--- src/rtl/pulse_gen_multi_if.sv ---
// Control/status bundle for pulse_gen_multi: level inputs, shared pulse settings,
// and per-channel pulse and missed-edge outputs.
interface pulse_gen_multi_if #(
    parameter int CHANNELS = 4,
    parameter int LEN_BITS = 4
);
    logic [CHANNELS-1:0] en;
    logic [1:0]          mode;
    logic [LEN_BITS-1:0] pulse_len;
    logic                retrig;
    logic                clr_missed;
    logic [CHANNELS-1:0] pulse_out;
    logic [CHANNELS-1:0] missed;

    modport master (
        output en, mode, pulse_len, retrig, clr_missed,
        input  pulse_out, missed
    );

    modport slave (
        input  en, mode, pulse_len, retrig, clr_missed,
        output pulse_out, missed
    );
endinterface

--- src/rtl/pulse_gen_multi.sv ---
// Multi-channel edge-to-pulse generator: each channel turns a qualifying edge on its
// synchronised level input into a fixed-width strobe, with optional retrigger.
//
// state | meaning
// IDLE  | no pulse; a qualifying edge loads cnt and enters PULSE
// PULSE | pulse_out high; cnt counts down, leaves after the cnt = 1 cycle
module pulse_gen_multi #(
    parameter int CHANNELS    = 4,
    parameter int LEN_BITS    = 4,
    parameter int SYNC_STAGES = 2
) (
    input  logic              clk_i,
    input  logic              rst_i,
    pulse_gen_multi_if.slave  bus
);

    typedef enum logic {IDLE, PULSE} state_e;

    localparam logic [LEN_BITS-1:0] ONE = LEN_BITS'(1);

    logic [CHANNELS-1:0] s;
    logic [CHANNELS-1:0] prev_q;
    logic [CHANNELS-1:0] rise;
    logic [CHANNELS-1:0] fall;
    logic [CHANNELS-1:0] qual;
    logic [CHANNELS-1:0] missed_set;
    logic [CHANNELS-1:0] missed_q;
    logic [CHANNELS-1:0] missed_d;
    logic [LEN_BITS-1:0] len_eff;

    state_e              state_q [CHANNELS];
    state_e              state_d [CHANNELS];
    logic [LEN_BITS-1:0] cnt_q   [CHANNELS];
    logic [LEN_BITS-1:0] cnt_d   [CHANNELS];

    for (genvar ch = 0; ch < CHANNELS; ch++) begin : g_ch
        if (SYNC_STAGES > 0) begin : g_sync
            logic [SYNC_STAGES-1:0] sync_q;

            always_ff @(posedge clk_i or posedge rst_i) begin
                if (rst_i) begin
                    sync_q <= '0;
                end else begin
                    sync_q[0] <= bus.en[ch];
                    for (int i = 1; i < SYNC_STAGES; i++) begin
                        sync_q[i] <= sync_q[i-1];
                    end
                end
            end

            assign s[ch] = sync_q[SYNC_STAGES-1];
        end else begin : g_nosync
            assign s[ch] = bus.en[ch];
        end

        // Output comes straight from the state flop, so async reset drops it at once.
        assign bus.pulse_out[ch] = (state_q[ch] == PULSE);
    end

    assign rise     = s & ~prev_q;
    assign fall     = ~s & prev_q;
    assign len_eff  = (bus.pulse_len == '0) ? ONE : bus.pulse_len;
    assign missed_d = missed_set | (missed_q & ~{CHANNELS{bus.clr_missed}});
    assign bus.missed = missed_q;

    always_comb begin
        qual = '0;
        unique case (bus.mode)
            2'b00:   qual = rise;
            2'b01:   qual = fall;
            2'b10:   qual = rise | fall;
            default: qual = '0;
        endcase
    end

    always_comb begin
        for (int ch = 0; ch < CHANNELS; ch++) begin
            state_d[ch]    = state_q[ch];
            cnt_d[ch]      = cnt_q[ch];
            missed_set[ch] = 1'b0;
            case (state_q[ch])
                IDLE: begin
                    if (qual[ch]) begin
                        state_d[ch] = PULSE;
                        cnt_d[ch]   = len_eff;
                    end
                end
                PULSE: begin
                    if (qual[ch] && bus.retrig) begin
                        cnt_d[ch] = len_eff;
                    end else begin
                        // A dropped edge still lets the running count expire normally.
                        missed_set[ch] = qual[ch];
                        if (cnt_q[ch] <= ONE) begin
                            state_d[ch] = IDLE;
                            cnt_d[ch]   = '0;
                        end else begin
                            cnt_d[ch] = cnt_q[ch] - ONE;
                        end
                    end
                end
                default: begin
                    state_d[ch] = IDLE;
                    cnt_d[ch]   = '0;
                end
            endcase
        end
    end

    always_ff @(posedge clk_i or posedge rst_i) begin
        if (rst_i) begin
            prev_q   <= '0;
            missed_q <= '0;
            for (int ch = 0; ch < CHANNELS; ch++) begin
                state_q[ch] <= IDLE;
                cnt_q[ch]   <= '0;
            end
        end else begin
            prev_q   <= s;
            missed_q <= missed_d;
            for (int ch = 0; ch < CHANNELS; ch++) begin
                state_q[ch] <= state_d[ch];
                cnt_q[ch]   <= cnt_d[ch];
            end
        end
    end

endmodule

--- src/flat_wrapper.sv ---
// flat-port wrapper written by rule: the top's interface ports become plain ports
module pulse_gen_multi_flat 
#(
    parameter int CHANNELS    = 4,
    parameter int LEN_BITS    = 4,
    parameter int SYNC_STAGES = 2
)
  (clk_i, rst_i, bus_en, bus_mode, bus_pulse_len, bus_retrig, bus_clr_missed, bus_pulse_out, bus_missed);
  pulse_gen_multi_if #(.CHANNELS(CHANNELS), .LEN_BITS(LEN_BITS)) bus_i ();
  input  logic clk_i;
  input  logic rst_i;
  input wire logic [$bits(bus_i.en)-1:0] bus_en;
  input wire logic [$bits(bus_i.mode)-1:0] bus_mode;
  input wire logic [$bits(bus_i.pulse_len)-1:0] bus_pulse_len;
  input wire logic [$bits(bus_i.retrig)-1:0] bus_retrig;
  input wire logic [$bits(bus_i.clr_missed)-1:0] bus_clr_missed;
  output wire logic [$bits(bus_i.pulse_out)-1:0] bus_pulse_out;
  output wire logic [$bits(bus_i.missed)-1:0] bus_missed;
  assign bus_i.en = bus_en;
  assign bus_i.mode = bus_mode;
  assign bus_i.pulse_len = bus_pulse_len;
  assign bus_i.retrig = bus_retrig;
  assign bus_i.clr_missed = bus_clr_missed;
  assign bus_pulse_out = bus_i.pulse_out;
  assign bus_missed = bus_i.missed;
  pulse_gen_multi #(.CHANNELS(CHANNELS), .LEN_BITS(LEN_BITS), .SYNC_STAGES(SYNC_STAGES)) u_core (.clk_i(clk_i), .rst_i(rst_i), .bus(bus_i));
endmodule
--- config.mk ---
export PLATFORM = sky130hd
export DESIGN_NAME = pulse_gen_multi_flat
export DESIGN_NICKNAME = d
export VERILOG_FILES = /design/src/rtl/pulse_gen_multi_if.sv /design/src/rtl/pulse_gen_multi.sv /design/src/flat_wrapper.sv
export SDC_FILE = /design/constraint.sdc
export NUM_CORES = 1
export LEC_CHECK = 0
export ABC_AREA = 1
export ABC_CLOCK_PERIOD_IN_PS = 1650
export CAP_MARGIN = 20
export CORE_ASPECT_RATIO = 0.6
export CORE_MARGIN = 2
export CORE_UTILIZATION = 46
export CTS_BUF_LIST = sky130_fd_sc_hd__clkbuf_16
export CTS_CLUSTER_SIZE = 40
export DETAILED_ROUTE_END_ITERATION = 10
export HOLD_SLACK_MARGIN = 0.06
export PLACE_DENSITY = 0.67
export SLEW_MARGIN = 5
export SYNTH_ARGS = -nofsm -noshare
export SYNTH_HDL_FRONTEND = slang
export SYNTH_SLANG_ARGS = --single-unit
--- constraint.sdc ---
create_clock -name clk_i -period 1.65 [get_ports clk_i]
set_input_delay 0.33 -clock clk_i [delete_from_list [all_inputs] [get_ports clk_i]]
set_output_delay 0.33 -clock clk_i [all_outputs]
set_load 0.02 [all_outputs]
==> results of run 1 <==
## synth_stat cells
cell | number | area (sq um)
nand2_2 | 3 | 18.8
or2_2 | 1 | 6.26
nand2_4 | 2 | 22.5
nand3_2 | 3 | 30.0
nand4_1 | 1 | 6.26
nand2_1 | 71 | 267
or2_1 | 2 | 12.5
nor2_1 | 10 | 37.5
nor2_4 | 4 | 45.0
or2_0 | 2 | 12.5
a31oi_1 | 2 | 12.5
nand3_1 | 46 | 230
nand4_2 | 3 | 37.5
inv_2 | 4 | 15.0
nand3_4 | 1 | 17.5
nand3b_1 | 4 | 30.0
a21o_1 | 2 | 15.0
a21oi_1 | 4 | 20.0
xor2_1 | 3 | 26.3
nor2_2 | 1 | 6.26
o21ai_0 | 6 | 30.0
dfrtp_1 | 36 | 901
inv_1 | 35 | 131
ha_1 | 16 | 200
## power groups by stage
stage | logic [mW] | clock network, mW | registers (mW)
after CTS | 2.28 | 1.09 | 1.42
after global routing | 2.70 | 1.14 | 1.47
after global placement | 2.24 | 0 | 1.44
after floorplan | 1.51 | 0 | 1.52
after detailed placement | 2.26 | 0 | 1.44
final | 2.33 | 1.07 | 1.43
## logic make-up (layout without fill, tap and decap cells)
family | count (synthesis) | after routing
buf+inv | 39 | 87
fa+ha+maj | 16 | 16
xor+xnor | 3 | 3
compound gates | 14 | 14
simple gates | 154 | 154
flops | 36 | 36
## layout make-up
type                            count  share of cell area [%]
Multi-Input combinational cell    187                    39.6
Sequential cell                    36                    32.8
Timing Repair Buffer               40                    13.3
Inverter                           39                    5.33
Clock buffer                        5                    4.55
Tap cell                           63                    2.87
Clock inverter                      3                    1.55
## metal layers
layer / vias up / GRT usage (%) / wire, um
li1: 942 / - / -
met1: 824 / 26.9 / 2250
met2: 36 / 28.4 / 1840
met3: 7 / 5.23 / 225
met4: 0 / 5.54 / 52
met5: - / 0 / 0
## cells in the final DEF (no fill, tap or decap), drive strengths merged
cell,Yosys,layout
clkinv,0,1
nor2,15,15
xor2,3,3
inv,39,39
clkinvlp,0,1
buf,0,19
clkbuf,0,5
nand3b,4,4
nand4,4,4
dfrtp,36,36
ha,16,16
o21ai,6,6
a21o,2,2
bufinv,0,1
a21oi,4,4
a31oi,2,2
nand3,50,50
clkdlybuf4s50,0,21
or2,5,5
nand2,76,76
## stage by stage
stage          setup WS, ns  cell area [sq um]  hold WS, ns  util (%)  total power, mW
2_1_floorplan         0.250               2130        0.331         -             3.02
6_report             0.0537               2750        0.348      60.8             4.83
3_5_place_dp         -0.129               2560        0.335      56.7             3.70
3_3_place_gp         -0.101               2560        0.332      56.7             3.68
5_1_grt             -0.0213               2750        0.353      60.8             5.31
4_1_cts              0.0410               2730        0.348      60.4             4.80
## final timing paths
check,startpoint,end,slack [ns],cells after the start
setup / recovery,u_core.bus.missed[1]$_DFF_PP0_,bus_missed[1],0.05,1
hold / removal,u_core.g_ch[3].g_sync.sync_q[0]$_DFF_PP0_,u_core.g_ch[3].g_sync.sync_q[1]$_DFF_PP0_,0.35,0
setup reg to reg,u_core.cnt_q[12]$_DFFE_PP0P_,u_core.cnt_q[13]$_DFFE_PP0P_,0.13,9
hold reg to reg,u_core.g_ch[3].g_sync.sync_q[0]$_DFF_PP0_,u_core.g_ch[3].g_sync.sync_q[1]$_DFF_PP0_,0.35,0
max in group asynchronous,rst_i,u_core.bus.pulse_out[3]$_DFF_PP0_,1.08,3
min in group asynchronous,rst_i,u_core.bus.pulse_out[1]$_DFF_PP0_,0.39,3
## state kept, by name, summed over array words and instances, names as in the netlist
register / count
u_core.bus.missed: 4
u_core.g_ch.g_sync.sync_q: 8
u_core.cnt_q: 16
u_core.bus.pulse_out: 4
u_core.prev_q: 4
## repair_timing
action,4_1_cts,5_1_grt
setup endpoints to repair,0,5
gates resized for setup,0,3
hold endpoints to repair,0,0
buffers inserted,0,2
==> metrics, run 1 <==
TritonRoute pass-1 iters 4; CTS tree done; Placed Cells 363; GPL Wtd Cong 0.868; drt drc 0; Clock power frac 22.2%; Synth Register Bits 36; Cells after Synth 262; Seq pwr share 29.5%; Buffers on Ports 21; mapped cell area 2130 sq um; Max Clock Skew approximately 0.0029 ns; Leak Pwr 1.45 nW; io pins 22; Rows 19; slowest CP cell clkdlybuf4s50_1; Seq/Total Area, Yosys 42.3%; Slew HR between 80% and 90%; fillers slightly below 400; DP HPWL around 3200 um; NetSw 1.93 mW; final setup vio count 0; Hold Buf Count CTS 0; Logic pwr share 48.3%; crit-path cells clkdlybuf4s50_1; mean routed wirelength per cell around 12 um; Top delay family on crit path buffers and inverters; Post-Route WL around 4400 um; CP bufs+invs 1; post-route insts no fill 373; total gr overflow 0; vias in the first global route around 1700; initial antenna violation count 0; DR vias 1809; Die ar. between 5000 and 6000 sq um; Yosys cell types 24; Antenna Cells 0; Syn Nets slightly below 300; mux cell area share after synthesis 0%; Pins Over Slew Limit 0; simple-gate portion of the synthesized area 36.6%; measured slew at the worst slew-check pin ~0.28 ns; maximum vdd drop 1040 uV; nets roughly 340; clk root buf clkbuf_16; largest net degree at the start of global routing 37; Crit Path Max Fanout 2; min-delay worst type flop to flop; multi-input logic area between 1000 and 1500 sq um; H-tree level count 2; clock slew at reported path FFs 0.06 ns; final hold viol count 0; XOR/XNOR share of the synthesized area 1.23%; Arrival @ worst endpoint approximately 1.3 ns; Pwr Density 1760 nW/um^2; Vias/cell 4.85; Compound-Gate Fraction of Synth Area roughly 3.6%; status finished clean; clock buffer depth 2; share of cells above drive strength 1 16.5%; Routed Antenna Nets 0; RSZ-0062 raised after global routing yes; type of the worst setup path flop to output pin; FMAX 626 MHz; Critical Path Sink Type output pin; largest family of logic cells by synthesized area simple AND/OR/NAND/NOR gates; Critical Path RT 1.32 ns; adder-cell share of the synthesized area a little under a tenth; warning count from the yosys run 0; worst skew pair latency 0.28 ns; Tot GR Track Use 18.9%; Area Overhead vs Synth 28.9%; register area 901 sq um; Die X 91.9 um; Core Area ~4500 sq um; Int Power 2.90 mW; max cap viols 0; period utilisation layout 96.7%; global-route wire length before repair 7760 um; initial DRC count 95; CTS Buf Count 5; Initial Util 47.2%; Largest stage delay, worst path between 0.6 and 0.7 ns; Syn Area/Cell 8.13 sq um; startpoint types flop; CTS Sinks 36; setup TNS 0 ns; Die Y 56.7 um; switching share of power between 30% and 40%; Period minus WS final roughly 1.6 ns
No activity file was read; power rests on OpenSTA's default activity.
==> run 2, diff against run 1 <==
--- a/config.mk
+++ b/config.mk
@@ -8,14 +8,17 @@
 export ABC_AREA = 1
 export ABC_CLOCK_PERIOD_IN_PS = 1650
 export CAP_MARGIN = 20
+export CELL_PAD_IN_SITES_DETAIL_PLACEMENT = 0
+export CELL_PAD_IN_SITES_GLOBAL_PLACEMENT = 2
 export CORE_ASPECT_RATIO = 0.6
 export CORE_MARGIN = 2
-export CORE_UTILIZATION = 46
+export CORE_UTILIZATION = 34
 export CTS_BUF_LIST = sky130_fd_sc_hd__clkbuf_16
 export CTS_CLUSTER_SIZE = 40
 export DETAILED_ROUTE_END_ITERATION = 10
 export HOLD_SLACK_MARGIN = 0.06
-export PLACE_DENSITY = 0.67
+export MAX_ROUTING_LAYER = met4
+export PLACE_DENSITY_LB_ADDON = 0.1
 export SLEW_MARGIN = 5
 export SYNTH_ARGS = -nofsm -noshare
 export SYNTH_HDL_FRONTEND = slang
==> metrics, run 2 (synthesized netlist as in run 1, its figures left out) <==
slowest CP cell clkdlybuf4s50_1; worst skew pair latency 0.28 ns; Int Power around 2.9 mW; switching share of power between 30% and 40%; final worst slack 0.0478 ns; max reg flops 16; Initial Util 35.0%; largest net degree at the start of global routing 37; FF-to-FF setup slack around 0.15 ns; Area Overhead vs Synth 31.0%; dpl ws -0.191 ns; Seq pwr share 29.1%; clk root buf clkbuf_16; Max Clock Skew around 0.0027 ns; H-tree level count 2; FMAX 624 MHz; Buffers on Ports 21; Die ar. around 6900 sq um; Antenna Cells 0; Design Area, Final 2790 sq um; mean routed wirelength per cell about 12 um; final setup vio count 0; biggest regs u_core.cnt_q x16, u_core.g_ch.g_sync.sync_q x8; final hold slack ~0.35 ns; type of the worst setup path flop to output pin; status finished clean; Logic pwr share 49.3%; Pins Over Slew Limit 0; Die Y ~65 um; vias in the first global route 1682; Routed Antenna Nets 0; setup TNS 0 ns; clock slew at reported path FFs 0.05 ns; NetSw slightly below 2 mW; io pins 22; startpoint types flop; Placed Cells 387; total gr overflow 0; clock buffer depth 2; Crit Path Max Fanout 2; Largest stage delay, worst path 0.62 ns; Clock power frac 21.6%; Period minus WS final 1.60 ns; r2r worst-path depth 7; Arrival @ worst endpoint between 1 and 1.5 ns; period utilisation layout between 90% and 100%; Critical Path RT 1.32 ns; Post-Route WL 4850 um; Rows 22; Slew HR 84.5%; Pwr Total 4.87 mW; GPL Wtd Cong about 0.83; share of cells above drive strength 1 16.0%; final hold viol count 0; max cap viols 0; CP bufs+invs 1; min-delay worst type flop to flop; post-placement cell area ~2600 sq um; Critical Path Sink Type output pin; initial antenna violation count 0; Most flops, register u_core.cnt_q; Leak Pwr 1.48 nW; Vias/cell 4.46; DP HPWL 3770 um; Worst Hold Launch u_core.g_ch[2].g_sync.sync_q[0]$_DFF_PP0_; drt drc 0; RSZ-0062 raised after global routing no; post-route insts no fill just under 400; maximum vdd drop 622 uV; nets around 340; most frequent cells in the layout nand2_1 (71), nand3_1 (46), inv_1 (36), dfrtp_1 (36); CTS tree done; Hold Path End u_core.g_ch[2].g_sync.sync_q[1]$_DFF_PP0_; CTS Sinks 36; global-route wire length before repair 8370 um; Tot GR Track Use approximately 16%; Pwr Density roughly 1700 nW/um^2; Core Area ~6100 sq um; final core occ 45.9%; Die X around 110 um; DR vias around 1800; commonest non-fill, non-tap cell in the layout nand2_1; TritonRoute pass-1 iters 4; initial DRC count 74; Top delay family on crit path buffers and inverters; crit-path cells clkdlybuf4s50_1; fillers 611; measured slew at the worst slew-check pin about 0.23 ns; R2R Path End u_core.bus.pulse_out[0]$_DFF_PP0_; CTS Buf Count 5; origin of the critical flop-to-flop path u_core.g_ch[0].g_sync.sync_q[1]$_DFF_PP0_; Hold Crit Depth 0
==> run 2: repair_timing <==
item,4_1_cts,5_1_grt
endpoints found under the setup margin,0,8
resized for setup,0,2
hold buffers,0,0
buffers inserted,0,1
==> run 2: layout make-up <==
type	instances	area [sq um]	share of cell area (%)
Multi-Input combinational cell	187	1090	39.1
Sequential cell	36	901	32.3
Timing Repair Buffer	42	383	13.7
Inverter	39	146	5.24
Clock buffer	5	125	4.48
Tap cell	84	105	3.77
Clock inverter	3	38.8	1.39
==> run 2: how the worst max path moves through the flow <==
stage                                              start                      endpoint  cells after the start
after floorplan              u_core.cnt_q[0]$_DFFE_PP0P_   u_core.cnt_q[1]$_DFFE_PP0P_                      9
after global placement                       bus_mode[0]  u_core.cnt_q[13]$_DFFE_PP0P_                      8
after detailed placement                     bus_mode[0]  u_core.cnt_q[13]$_DFFE_PP0P_                      8
after CTS                 u_core.bus.missed[1]$_DFF_PP0_                 bus_missed[1]                      1
after global routing      u_core.bus.missed[1]$_DFF_PP0_                 bus_missed[1]                      1
final                     u_core.bus.missed[1]$_DFF_PP0_                 bus_missed[1]                      1
==> run 2: worst register-to-register path: stages, from the launching register on <==
cell and delay (ns):
dfrtp_1 0.38, inv_1 0.06, ha_1 0.27, nand3b_1 0.24, nand3_2 0.14, nor2_4 0.05
buf_4 0.15, a21oi_1 0.14
==> run 2: power groups by stage <==
stage / logic (mW) / clock network (mW) / registers, mW
floorplan: 1.51 / 0 / 1.52
global placement: 2.43 / 0 / 1.45
global route: 2.78 / 1.14 / 1.46
CTS: 2.39 / 1.08 / 1.42
detailed placement: 2.38 / 0 / 1.44
finish: 2.40 / 1.05 / 1.42
==> run 2: routing by layer <==
layer | vias up | part of all wire (%) | global-route usage, %
li1 | 941 | - | -
met1 | 802 | 59 | 24.6
met2 | 19 | 37 | 21.2
met3 | 4 | 2.5 | 4.07
met4 | 0 | 0.76 | 3.95
met5 | - | 0 | -
==> run 3, diff against run 2 <==
--- a/config.mk
+++ b/config.mk
@@ -16,6 +16,7 @@
 export CTS_BUF_LIST = sky130_fd_sc_hd__clkbuf_16
 export CTS_CLUSTER_SIZE = 40
 export DETAILED_ROUTE_END_ITERATION = 10
+export GPL_TIMING_DRIVEN = 0
 export HOLD_SLACK_MARGIN = 0.06
 export MAX_ROUTING_LAYER = met4
 export PLACE_DENSITY_LB_ADDON = 0.1
==> metrics, run 3 (synthesized netlist as in run 1, its figures left out) <==
FMAX 637 MHz; post-CTS setup buffer count 0; CTS resizes 5; Hold Crit Depth 0; DR vias 1671; RSZ-0062 raised after global routing no; H-tree level count 2; Die ar. 6940 sq um; GRT busiest layer met1; r2r worst-path depth 9; Routed Antenna Nets 0; global-route wire length before repair 8160 um; setup TNS 0 ns; post-route insts no fill 375; Design Area, Final 2620 sq um; Slew HR 48.0%; Period minus WS final roughly 1.6 ns; Antenna Cells 0; Buffers on Ports 21; CP bufs+invs 1; Pins Over Slew Limit 0; status finished clean; CTS Buf Count 5; final core occ 43.1%; GPL Wtd Cong 0.758; Die X ~110 um; CTS tree done; max cap viols 0; type of the worst setup path flop to output pin; mean routed wirelength per cell 12.5 um; io pins 22; Worst path depth 1; drt drc 0; share of cells above drive strength 1 between 10 and 15%; maximum vdd drop 569 uV; slowest CP cell clkdlybuf4s50_1; Area Overhead vs Synth 23.0%; Vias/cell 4.46; Top delay family on crit path buffers and inverters; Rows 22; Crit Path Max Fanout 2; final hold viol count 0; grt met2 use 20.6%; Leak Pwr 1.38 nW; CTS Sinks 36; crit-path cells clkdlybuf4s50_1; measured slew at the worst slew-check pin 0.779 ns; met1 usage 23.8%; clock buffer depth 2; worst skew pair latency 0.28 ns; total gr overflow 0; Max Clock Skew 0.00291 ns; vias in the first global route between 1500 and 2000; clock slew at reported path FFs around 0.050 ns; biggest regs u_core.cnt_q x16, u_core.g_ch.g_sync.sync_q x8; Core Area 6080 sq um; max reg flops 16; Post-Route WL 4700 um; post-placement cell area 2450 sq um; most frequent cells in the layout nand2_1 (70), nand3_1 (46), inv_1 (35), dfrtp_1 (35), ha_1 (16); final hold slack 0.348 ns; Placed Cells 367; DP HPWL 3490 um; Tot GR Track Use 15.9%; final setup vio count 0; startpoint types flop; commonest non-fill, non-tap cell in the layout nand2_1; Largest stage delay, worst path 0.61 ns; largest net degree at the start of global routing 37; clk root buf clkbuf_16; Arrival @ worst endpoint 1.24 ns; period utilisation layout 95.2%; Critical Path RT ~1.3 ns; Critical Path Sink Type output pin; initial DRC count 48; Initial Util about a third; nets 320; Pwr Density 1770 nW/um^2; initial antenna violation count 0; TritonRoute pass-1 iters 4; min-delay worst type flop to flop; Hold Buf Count CTS 0; Die Y between 60 and 70 um; Most flops, register u_core.cnt_q; met3 Use GR 4.07%
==> run 3: final timing paths <==
kind / from / endpoint / slack [ns]
worst max-delay path: u_core.bus.missed[1]$_DFF_PP0_ / bus_missed[1] / 0.08
worst min-delay path: u_core.g_ch[0].g_sync.sync_q[0]$_DFF_PP0_ / u_core.g_ch[0].g_sync.sync_q[1]$_DFF_PP0_ / 0.35
worst max register to register: u_core.cnt_q[12]$_DFFE_PP0P_ / u_core.cnt_q[13]$_DFFE_PP0P_ / 0.09
worst min register to register: u_core.g_ch[0].g_sync.sync_q[0]$_DFF_PP0_ / u_core.g_ch[0].g_sync.sync_q[1]$_DFF_PP0_ / 0.35
max in group asynchronous: rst_i / u_core.bus.pulse_out[2]$_DFF_PP0_ / 0.59
min in group asynchronous: rst_i / u_core.g_ch[2].g_sync.sync_q[0]$_DFF_PP0_ / 0.52
==> run 3: layout make-up <==
| class | count | area, sq um |
|---|---|---|
| Multi-Input combinational cell | 187 | 1090 |
| Clock inverter | 3 | 38.8 |
| Timing Repair Buffer | 21 | 210 |
| Clock buffer | 5 | 125 |
| Tap cell | 84 | 105 |
| Inverter | 39 | 146 |
| Fill cell | 625 | 3460 |
| Sequential cell | 36 | 902 |
==> run 3: where the power goes <==
group / leakage, nW / total, mW / switching, mW / internal, mW
Combinational: 0.866 / 2.07 / 1.23 / 0.832
Sequential: 0.426 / 1.49 / 0.311 / 1.18
Clock: 0.0850 / 1.07 / 0.364 / 0.704
==> run 3: per-stage QoR <==
step | setup WS [ns] | total power [mW]
after floorplan | 0.250 | 3.02
after global placement | -0.444 | 3.66
after detailed placement | -0.230 | 3.61
after CTS | 0.0476 | 4.67
after global routing | 0.00557 | 5.11
final | 0.0799 | 4.63
==> run 3: routing by layer <==
layer / share of wire (%) / vias up / routed length (um)
met4: 1.2 / 0 / 57
met3: 3.7 / 8 / 175
met2: 36 / 21 / 1690
li1: - / 898 / -
met5: 0 / - / 0
met1: 59 / 744 / 2780
==> edit: new RTL, flow settings as in run 3 <==
`LEN_BITS` is set to 4 in 3 places; all go to 16.
--- a/src/rtl/pulse_gen_multi_if.sv
+++ b/src/rtl/pulse_gen_multi_if.sv
@@ -2,7 +2,7 @@
 // and per-channel pulse and missed-edge outputs.
 interface pulse_gen_multi_if #(
     parameter int CHANNELS = 4,
-    parameter int LEN_BITS = 4
+    parameter int LEN_BITS = 16
 );
     logic [CHANNELS-1:0] en;
     logic [1:0]          mode;
--- a/src/rtl/pulse_gen_multi.sv
+++ b/src/rtl/pulse_gen_multi.sv
@@ -6,7 +6,7 @@
 // PULSE | pulse_out high; cnt counts down, leaves after the cnt = 1 cycle
 module pulse_gen_multi #(
     parameter int CHANNELS    = 4,
-    parameter int LEN_BITS    = 4,
+    parameter int LEN_BITS    = 16,
     parameter int SYNC_STAGES = 2
 ) (
     input  logic              clk_i,
--- a/src/flat_wrapper.sv
+++ b/src/flat_wrapper.sv
@@ -2,7 +2,7 @@
 module pulse_gen_multi_flat 
 #(
     parameter int CHANNELS    = 4,
-    parameter int LEN_BITS    = 4,
+    parameter int LEN_BITS    = 16,
     parameter int SYNC_STAGES = 2
 )
   (clk_i, rst_i, bus_en, bus_mode, bus_pulse_len, bus_retrig, bus_clr_missed, bus_pulse_out, bus_missed);
Ports: changed (resized bus_pulse_len); port bits go from 22 to 34. No check against the original RTL was run, so the function may have changed too.
==> edit against run 3 <==
The flow now finishes with violations (negative setup slack). Final cell count grew to 2.9 times the old value. Setup slack worse by 0.19 ns. Wire length grew to 4.0 times the old value. Non-clock buffer count is 55 higher. Global-route usage is 6.8 points higher. Total power is 110% higher. Sequential cell count is 48 higher. Final area grew to 2.8 times the old value. Synthesized area grew to 2.6 times the old value. Die area grew to 2.5 times the old value. Highest routed layer unchanged.
==> edit: results (changes against run 3) <==
Min path
  • Worst min path class: in2async

Finish
  • Fin nets: 923 (+190%)
  • Fin cells: 1095 (+190%)
  • Largest regs: u_core.cnt_q x64, u_core.g_ch.g_sync.sync_q x8
  • Share of post-route cells with drive strength above 1: 18.8% (+7.5 points)

Timing
  • Clk_skew: 0.00740 ns (+0.00449 ns)
  • Hold WS: 0.336 ns (-0.0116 ns)
  • Worst slew pin tran: 0.500 ns (-0.279 ns)
  • Final WS setup: -0.108 ns (-0.188 ns)
  • Setup Total Neg Slack: -0.994 ns (-0.994 ns)
  • Final setup vio count: 32 (+32)

Setup path
  • Worst R2R Start: u_core.g_ch[2].g_sync.sync_q[1]
  • Worst R2R End: u_core.cnt_q[29]
  • R2R cell count: 8 (-1)
  • Max FO, Critical Path: 4 (+2)
  • Slowest stage cell, crit path: dfrtp_1
  • Max incr delay on CP: 0.40 ns (-0.21 ns)
  • Worst EP arrival: 2.00 ns (+0.76 ns)
  • Critical path's top delay family: simple AND/OR/NAND/NOR gates

Place
  • Placed insts: 1048 (+190%)
  • Post-DP Area: 6270 um2 (+160%)
  • Port Buffers: 33 (+57%)
  • Global placement routability congestion: 0.862 (+14%)
  • Pre-CTS setup slack: -0.610 ns (-0.380 ns)
  • DP HPWL: 13300 um (+280%)

Outcome
  • Failing checks: negative setup slack
  • Outcome: complete, but fails checks

Route
  • 1st-pass router iterations: 5 (+1)
  • Routed wire length: 18900 um (+300%)
  • Initial DRC count: 407 (+750%)
  • Vias: 5451 (+230%)

Global route
  • Gr usage total: 22.7% (+6.8 points)
  • First-pass GRT wire length: 29800 um (+270%)
  • Largest net degree at the start of global routing: 38 (+2.7%)
  • Vias in the first global route: 5191 (+230%)

Power
  • Internal: 5.59 mW (+110%)
  • Worst IR Drop VDD: 0.486 mV (-15%)
  • P_leak: 3.58 nW (+160%)
  • P_seq: 3.71 mW (+150%)
  • Combinational Power Share: 40.5% (-4.1 points)
  • Sequential power share: 38.2% (+5.9 points)

Synthesis
  • Top cell types by occurrence after synthesis: nand2_1 (216), nor2_1 (142), inv_1 (93)
  • Syn nets: 846 (+190%)
  • XOR/XNOR Fraction of Synth Area: 6.22% (+5.0 points)
  • Synth Area in Adders: 3.55% (-5.8 points)
  • Mapped Cells: 804 (+210%)
  • Sequential element share of the synthesized area: 37.3% (-5.0 points)
  • Synth Area in Compound Gates: 9.12% (+5.5 points)
  • Unique masters post-synth: 38 (+58%)
  • Top post-synthesis cells by area: dfrtp_1 (37%), nand2_1 (14%), nor2_1 (9.5%)

Clock tree
  • Clock Tree Root: clkbuf_16
  • CTS H-tree lvls: 3 (+1)
  • Skew-Pair Late Insertion Delay: 0.34 ns (+0.06 ns)
  • Inserted Clock Buffers: 9 (+4)
  • Clock transition at path regs: 0.07 ns (+0.02 ns)
edit: cell types whose count changed after synthesis, sizes merged, moves of 28 or more:
cell	run 3	this run
dfrtp	36	84
inv	39	101
nand2	76	222
nor2	15	150
o21ai	6	43
xor2	3	31
edit: repair_timing:
action | 4_1_cts | 5_1_grt
setup buffers | 19 | 4
gates resized for setup | 104 | 48
gates cloned | 8 | 1
pin swaps | 32 | 11
endpoints found under the setup margin | 71 | 67
edit: logic make-up (layout without fill, tap and decap cells):
kind of cell,after synthesis,after routing
flops,84,84
compound gates,92,92
fa+ha+maj,16,16
xor+xnor,40,40
buf+inv,113,193
simple gates,459,461
edit: worst max path at each step:
stage	from	endpoint	slack [ns]	cells after the start
after floorplan	u_core.g_ch[3].g_sync.sync_q[1]	u_core.cnt_q[12]	0.08	10
after global placement	rst_i	u_core.cnt_q[63]	-0.79	2
after detailed placement	bus_mode[0]	u_core.cnt_q[31]	-0.61	10
after CTS	u_core.g_ch[1].g_sync.sync_q[1]	u_core.cnt_q[36]	-0.06	10
after global routing	u_core.g_ch[2].g_sync.sync_q[1]	u_core.cnt_q[24]	-0.18	10
final	u_core.g_ch[2].g_sync.sync_q[1]	u_core.cnt_q[29]	-0.11	8
edit: area by class of cell:
type | count | area (um2)
Inverter | 101 | 385
Clock inverter | 7 | 61.3
Tap cell | 209 | 262
Timing Repair Buffer | 64 | 631
Sequential cell | 84 | 2100
Fill cell | 1652 | 8950
Clock buffer | 9 | 225
Buffer | 12 | 139
Multi-Input combinational cell | 609 | 3450
edit: per-layer routing:
layer	vias up	GRT usage, %	share of wire, %
li1	2713	-	-
met1	2638	34.9	54
met2	91	31.8	42
met3	9	3.29	3.3
met4	0	3.60	0.81
met5	-	-	0
